<file path="src/rtl/fir_ctrl_pkg.sv">
// ----------------------------------------------------------------------------
// fir_ctrl_pkg
// Shared definitions for the FIR coefficient SRAM controller:
//   - default tap count, SRAM address and data widths
//   - controller state encoding (IDLE / READ / DRAIN / WRITE)
//   - SRAM control levels driven when no access is in progress
// ----------------------------------------------------------------------------
package fir_ctrl_pkg;

    // Default geometry of the coefficient store: 10 taps x 16 bits
    localparam int NUM_TAP_DEF = 10;
    localparam int ADDR_W_DEF  = 4;
    localparam int DATA_W_DEF  = 16;

    typedef enum logic [1:0] {
        IDLE  = 2'd0,
        READ  = 2'd1,
        DRAIN = 2'd2,
        WRITE = 2'd3
    } ctrlState_t;

    // SRAM strobes are active-low; "idle" means deselected, not writing.
    // Idle address and write data are all-zero.
    localparam logic RAM_CSN_IDLE = 1'b1;
    localparam logic RAM_WRN_IDLE = 1'b1;

endpackage

</file>
<file path="src/rtl/fir_coef_sram_ctrl.sv">
// ----------------------------------------------------------------------------
// fir_coef_sram_ctrl
// Sequencer/arbiter for the FIR coefficient single-port SRAM.
// On every iEnSample seen in IDLE it reads all P_NUM_TAP coefficients in
// ascending order and streams them (with tap index) to the MAC. Between
// sweeps it services single-word host writes.
//
// Ports:
//   iClk12M, iRst          clock, synchronous active-high reset
//   iEnSample              sample strobe, starts one sweep
//   iCoefUpdReq/Addr/Data  host write request (level, held until ack)
//   oCoefUpdAck, oUpdErr   one-cycle ack; oUpdErr when address out of range
//   oCsnRam, oWrnRam,
//   oAddrRam, oWtDtRam     SRAM controls (registered)
//   iRdDtRam               SRAM registered read data
//   oCoef, oCoefIdx,
//   oCoefVld, oSweepDone   coefficient stream to the MAC
//   oSmpOvr                strobe dropped because the controller was busy
//   oBusy                  controller not in IDLE
// ----------------------------------------------------------------------------
module fir_coef_sram_ctrl
    import fir_ctrl_pkg::*;
#(
    parameter int P_NUM_TAP = fir_ctrl_pkg::NUM_TAP_DEF,
    parameter int P_ADDR_W  = fir_ctrl_pkg::ADDR_W_DEF,
    parameter int P_DATA_W  = fir_ctrl_pkg::DATA_W_DEF
) (
    input  logic                iClk12M,
    input  logic                iRst,
    input  logic                iEnSample,
    input  logic                iCoefUpdReq,
    input  logic [P_ADDR_W-1:0] iCoefUpdAddr,
    input  logic [P_DATA_W-1:0] iCoefUpdData,
    output logic                oCoefUpdAck,
    output logic                oUpdErr,
    output logic                oCsnRam,
    output logic                oWrnRam,
    output logic [P_ADDR_W-1:0] oAddrRam,
    output logic [P_DATA_W-1:0] oWtDtRam,
    input  logic [P_DATA_W-1:0] iRdDtRam,
    output logic [P_DATA_W-1:0] oCoef,
    output logic [P_ADDR_W-1:0] oCoefIdx,
    output logic                oCoefVld,
    output logic                oSweepDone,
    output logic                oSmpOvr,
    output logic                oBusy
);

    localparam logic [P_ADDR_W-1:0] LAST_TAP  = P_ADDR_W'(P_NUM_TAP - 1);
    localparam logic [P_ADDR_W:0]   NUM_TAP_W = (P_ADDR_W + 1)'(P_NUM_TAP);

    ctrlState_t          state;
    logic [P_ADDR_W-1:0] cnt;
    logic                updAddrOk;

    assign updAddrOk = {1'b0, iCoefUpdAddr} < NUM_TAP_W;

    // Read data is already registered by the SRAM; only gate it so the MAC
    // sees zero outside a valid slot.
    assign oCoef = oCoefVld ? iRdDtRam : '0;

    always_ff @(posedge iClk12M) begin
        if (iRst) begin
            state       <= IDLE;
            cnt         <= '0;
            oCsnRam     <= RAM_CSN_IDLE;
            oWrnRam     <= RAM_WRN_IDLE;
            oAddrRam    <= '0;
            oWtDtRam    <= '0;
            oCoefUpdAck <= 1'b0;
            oUpdErr     <= 1'b0;
            oCoefIdx    <= '0;
            oCoefVld    <= 1'b0;
            oSweepDone  <= 1'b0;
            oSmpOvr     <= 1'b0;
            oBusy       <= 1'b0;
        end else begin
            // Pulses and RAM controls default to their idle levels each
            // cycle; the state branches below override them.
            oCsnRam     <= RAM_CSN_IDLE;
            oWrnRam     <= RAM_WRN_IDLE;
            oAddrRam    <= '0;
            oWtDtRam    <= '0;
            oCoefUpdAck <= 1'b0;
            oUpdErr     <= 1'b0;
            oCoefIdx    <= '0;
            oCoefVld    <= 1'b0;
            oSweepDone  <= 1'b0;
            // Strobes are not queued: anything arriving mid-operation is
            // dropped and flagged one cycle later.
            oSmpOvr     <= iEnSample && (state != IDLE);

            case (state)
                IDLE: begin
                    // Sample strobe wins; a simultaneous write request stays
                    // pending and is taken when the sweep has finished.
                    if (iEnSample) begin
                        state   <= READ;
                        cnt     <= '0;
                        oCsnRam <= 1'b0;
                        oBusy   <= 1'b1;
                    end else if (iCoefUpdReq) begin
                        state       <= WRITE;
                        oBusy       <= 1'b1;
                        oCoefUpdAck <= 1'b1;
                        if (updAddrOk) begin
                            oCsnRam  <= 1'b0;
                            oWrnRam  <= 1'b0;
                            oAddrRam <= iCoefUpdAddr;
                            oWtDtRam <= iCoefUpdData;
                        end else begin
                            oUpdErr <= 1'b1;
                        end
                    end
                end

                READ: begin
                    // Address cnt was on the bus last cycle; its data
                    // appears now, so tag the slot with cnt.
                    oCoefVld <= 1'b1;
                    oCoefIdx <= cnt;
                    if (cnt == LAST_TAP) begin
                        state      <= DRAIN;
                        oSweepDone <= 1'b1;
                    end else begin
                        cnt      <= cnt + 1'b1;
                        oCsnRam  <= 1'b0;
                        oAddrRam <= cnt + 1'b1;
                    end
                end

                // Last coefficient is on the output during this cycle.
                DRAIN: begin
                    state <= IDLE;
                    cnt   <= '0;
                    oBusy <= 1'b0;
                end

                WRITE: begin
                    state <= IDLE;
                    oBusy <= 1'b0;
                end

                default: begin
                    state <= IDLE;
                    cnt   <= '0;
                    oBusy <= 1'b0;
                end
            endcase
        end
    end

endmodule

</file>
<file path="config.mk">
export PLATFORM = sky130hd
export DESIGN_NAME = fir_coef_sram_ctrl
export DESIGN_NICKNAME = d
export VERILOG_FILES = /design/src/rtl/fir_ctrl_pkg.sv /design/src/rtl/fir_coef_sram_ctrl.sv
export SDC_FILE = /design/constraint.sdc
export NUM_CORES = 1
export LEC_CHECK = 0
export CORE_ASPECT_RATIO = 0.5
export CORE_MARGIN = 10
export CORE_UTILIZATION = 32
export CTS_CLUSTER_SIZE = 40
export DETAILED_ROUTE_END_ITERATION = 8
export PLACE_DENSITY = 0.82
export SYNTH_ARGS = -nofsm -noshare
export SYNTH_HDL_FRONTEND = slang
export SYNTH_SLANG_ARGS = --single-unit
</file>
<file path="constraint.sdc">
create_clock -name iClk12M -period 1.2 [get_ports iClk12M]
set_input_delay 0.3 -clock iClk12M [delete_from_list [all_inputs] [get_ports iClk12M]]
set_output_delay 0.3 -clock iClk12M [all_outputs]
set_load 0.01 [all_outputs]
</file>
==> impl_results.md <==
* Number of antenna violations at the first check in global routing at 0
* Required time worst endpoint at 1.43 ns
* Syn_nets at 183
* Time the worst path needs with I/O delays and setup at 1.45 ns
* # clock sinks at 38
* Post-synthesis cell area at 0.00137 sq mm
* FF+latch count, synth at 38
* Maximum level of the CTS H-tree at 2
* Top fanout value on the critical path at 5
* Sequential element share of the synthesized area at 0.556
* Sum of routed wire length over all layers at 6.37 mm
* Clock Path Buffers at 2
* Clock network latency to the later pin of the worst-skew pair at 0.30 ns
* Pin count of the biggest net entering global routing at 18
* Post-layout worst setup margin at -0.249 ns
* Period utilization at 1.21
* Cell count after placement at 303
* EDFF count, synth at 0
* Final Hold Vio Count at 0
* Cell area power density at 1150 mW/mm^2
* Post-layout instance count excluding filler cells at 323
* Post-Synthesis Cells at 141
* Number of optimization iterations in the first detailed-route pass at 4
* Total number of nets in the final design at 310
* Syn Area/Cell at 9.71 sq um
* Top-area cell type share of the netlist area at 0.556
* Cts bufs inserted at 5
* Final weighted congestion of routability-driven global placement at 0.770
* Total track usage at 0.155
* Number of DRC violations after detailed-routing iteration 0 at 179
* Final standard cell utilization of the core at 0.731
* Area of the placeable core at 0.00400 sq mm
* Kind of start point of the critical path: register
* Number of nets with antenna violations after detailed routing at 0
* Residual overflow from global routing at 0
* Setup TNS at -7.38 ns
* Top cells by count, synth: 38 x dfxtp_1, 20 x and2_1, 16 x and3_1, 11 x a21oi_1, 10 x nand2_1
* Worst setup EP type: register
* Width of the chip at 112 microns
* Final total power at 0.00336 W
* Growth of design area from synthesis to finish at 114%
* PortBufs at 87
* Clock Root Buffer: clkbuf_8
* Post-DP Area at 0.00254 sq mm
* Clock skew after layout at 0.00821 ns
* Worst EP arrival at 1.68 ns
* Number of top-level design ports at 88
* Die Span Y at 66.2 microns
* Final design area excluding fillers at 0.00293 sq mm
* Ant diodes at 0
* Maximum ir drop on the vdd rail at 885 uV
* Hold-fix buffers, CTS at 0
* Setup violation total in the final timing report at 47
* Pleak at 1.36 nW
* Run status: finished with violations
* Class of the worst hold path: register to register
* CTS tree: done
* Share of final-layout standard cells stronger than drive strength 1 at 0.468
* Clock input transition at the sequential cells of the worst setup and hold paths at 0.08 ns
* Leading area contributor after synthesis: dfxtp_1
* Most common flop cell mapped by yosys: dfxtp_1
* Post-DP HPWL at 3.97 mm
* Transition time at the pin with the least slew margin at 0.341 ns
* Relative slew slack at 0.770
* Number of maximum-capacitance violations at 0
* Hold depth at 2
* Die Footprint at 0.00745 sq mm
* Vias per Instance at 4.87
* Depth of the most critical reg-to-reg path at 5
* Dominant cell by count in the synthesized netlist: dfxtp_1
* Highest clock frequency the design can meet at 690 MHz
* Share of flip-flops with an asynchronous set or reset after synthesis at 0
* Final-layout fill cell count at 260
* Global-route wire length before repair at 8.94 mm
* RSZ-0062 raised after global routing: yes
* Number of vias after detailed routing at 1573
* Leading post-synthesis cells by cell area: dfxtp_1 56%, and2_1 9.1%, and3_1 7.3%, a21oi_1 4.0%, nand2_1 2.7%
* Number of global-route vias before repair at 1611
* Cell row count at 16
* Post-route DRC at 0
* Classification of the worst setup path: register to register
* Starting density of the core at 0.342
* Total number of yosys warnings at 0
* Post-synthesis cell type count at 30
* Max-slew violations at 0
* Wire length per cell at 19.7 microns
* Violated checks: negative setup slack
==> stage by stage <==
stage | hold slack, ns | worst slack, ns
after floorplan | 0.418 | -0.119
after global placement | 0.434 | -0.574
after detailed placement | 0.434 | -0.657
after CTS | 0.453 | -0.213
after global routing | 0.473 | -0.306
final | 0.448 | -0.249
==> cells in the final DEF, fill, tap and decap left out, types with 2 or more instances in the layout <==
master / instances
bufinv_16: 2
nor3_1: 2
clkdlybuf4s50_1: 25
dfxtp_2: 3
and2_4: 16
buf_12: 2
and3_1: 16
ha_4: 2
nand2_1: 6
dlygate4sd2_1: 19
nand2_2: 4
dfxtp_4: 2
nor2_4: 4
inv_1: 4
a21oi_2: 6
nor3_2: 2
dfxtp_1: 33
clkdlybuf4s15_1: 15
buf_4: 27
clkbuf_8: 6
clkbuf_2: 10
and2_1: 4
buf_6: 26
or3_4: 2
nor2_1: 2
a21oi_1: 4
==> state kept, by name, summed over array words and instances (netlist names), 2 cells and up <==
register  cells
cnt           4
oAddrRam      4
oCoefIdx      4
oWtDtRam     16
state         2
==> area by class of cell <==
cell class / count / area (sq um) / area share
repair buffers: 127 / 1190 / 0.407
flip-flops and latches: 38 / 772 / 0.264
multi-input cells: 91 / 736 / 0.251
clock buffers: 6 / 82.6 / 0.0282
well taps: 54 / 67.6 / 0.0231
clock inverters: 2 / 60.1 / 0.0205
inverters: 5 / 18.8 / 0.00641
==> metal layers <==
layer / vias to the layer above / track usage / wire length [microns]
li1: 720 / - / -
met1: 752 / 0.147 / 2320
met2: 80 / 0.312 / 3400
met3: 21 / 0.0534 / 411
met4: 0 / 0.0487 / 238
met5: - / 0 / 0
==> path summary, 6_finish.rpt <==
| kind | start | to | slack, ns |
|---|---|---|---|
| worst max-delay path | cnt[1]$_SDFFE_PP0P_ | oAddrRam[1]$_SDFF_PP0_ | -0.25 |
| worst min-delay path | oBusy$_SDFFE_PP0P_ | oBusy$_SDFFE_PP0P_ | 0.45 |
| worst max register to register | cnt[1]$_SDFFE_PP0P_ | oAddrRam[1]$_SDFF_PP0_ | -0.25 |
| worst min register to register | oBusy$_SDFFE_PP0P_ | oBusy$_SDFFE_PP0P_ | 0.45 |
==> worst max-delay path, stage by stage, from the launching register on <==
cell and delay [ns]:
dfxtp_2 0.34, inv_2 0.05, ha_4 0.15, and3b_2 0.25, or3_4 0.40, a21oi_1 0.17
==> cell families after synthesis <==
family                     after synthesis  synth area share
AOI/OAI and AO/OA                       19            0.0832
xor gates and xnor gates                 1           0.00640
adders and majority gates                2            0.0183
buffers and inverters                   12            0.0402
DFF                                     38             0.556
and+or+nand+nor                         69             0.296
==> power by group <==
| part | internal [W] | switching, W |
|---|---|---|
| clock | 0.000887 | 0.000473 |
| combinational | 0.000395 | 0.000276 |
| sequential | 0.00130 | 0.0000281 |
==> what timing repair did <==
item	in CTS	in global routing
setup buffers	10	4
cloned	1	0
resized for setup	164	73
setup endpoints to repair	83	75
pin swaps	27	23
Note: power is estimated with default switching activity, not from simulation.
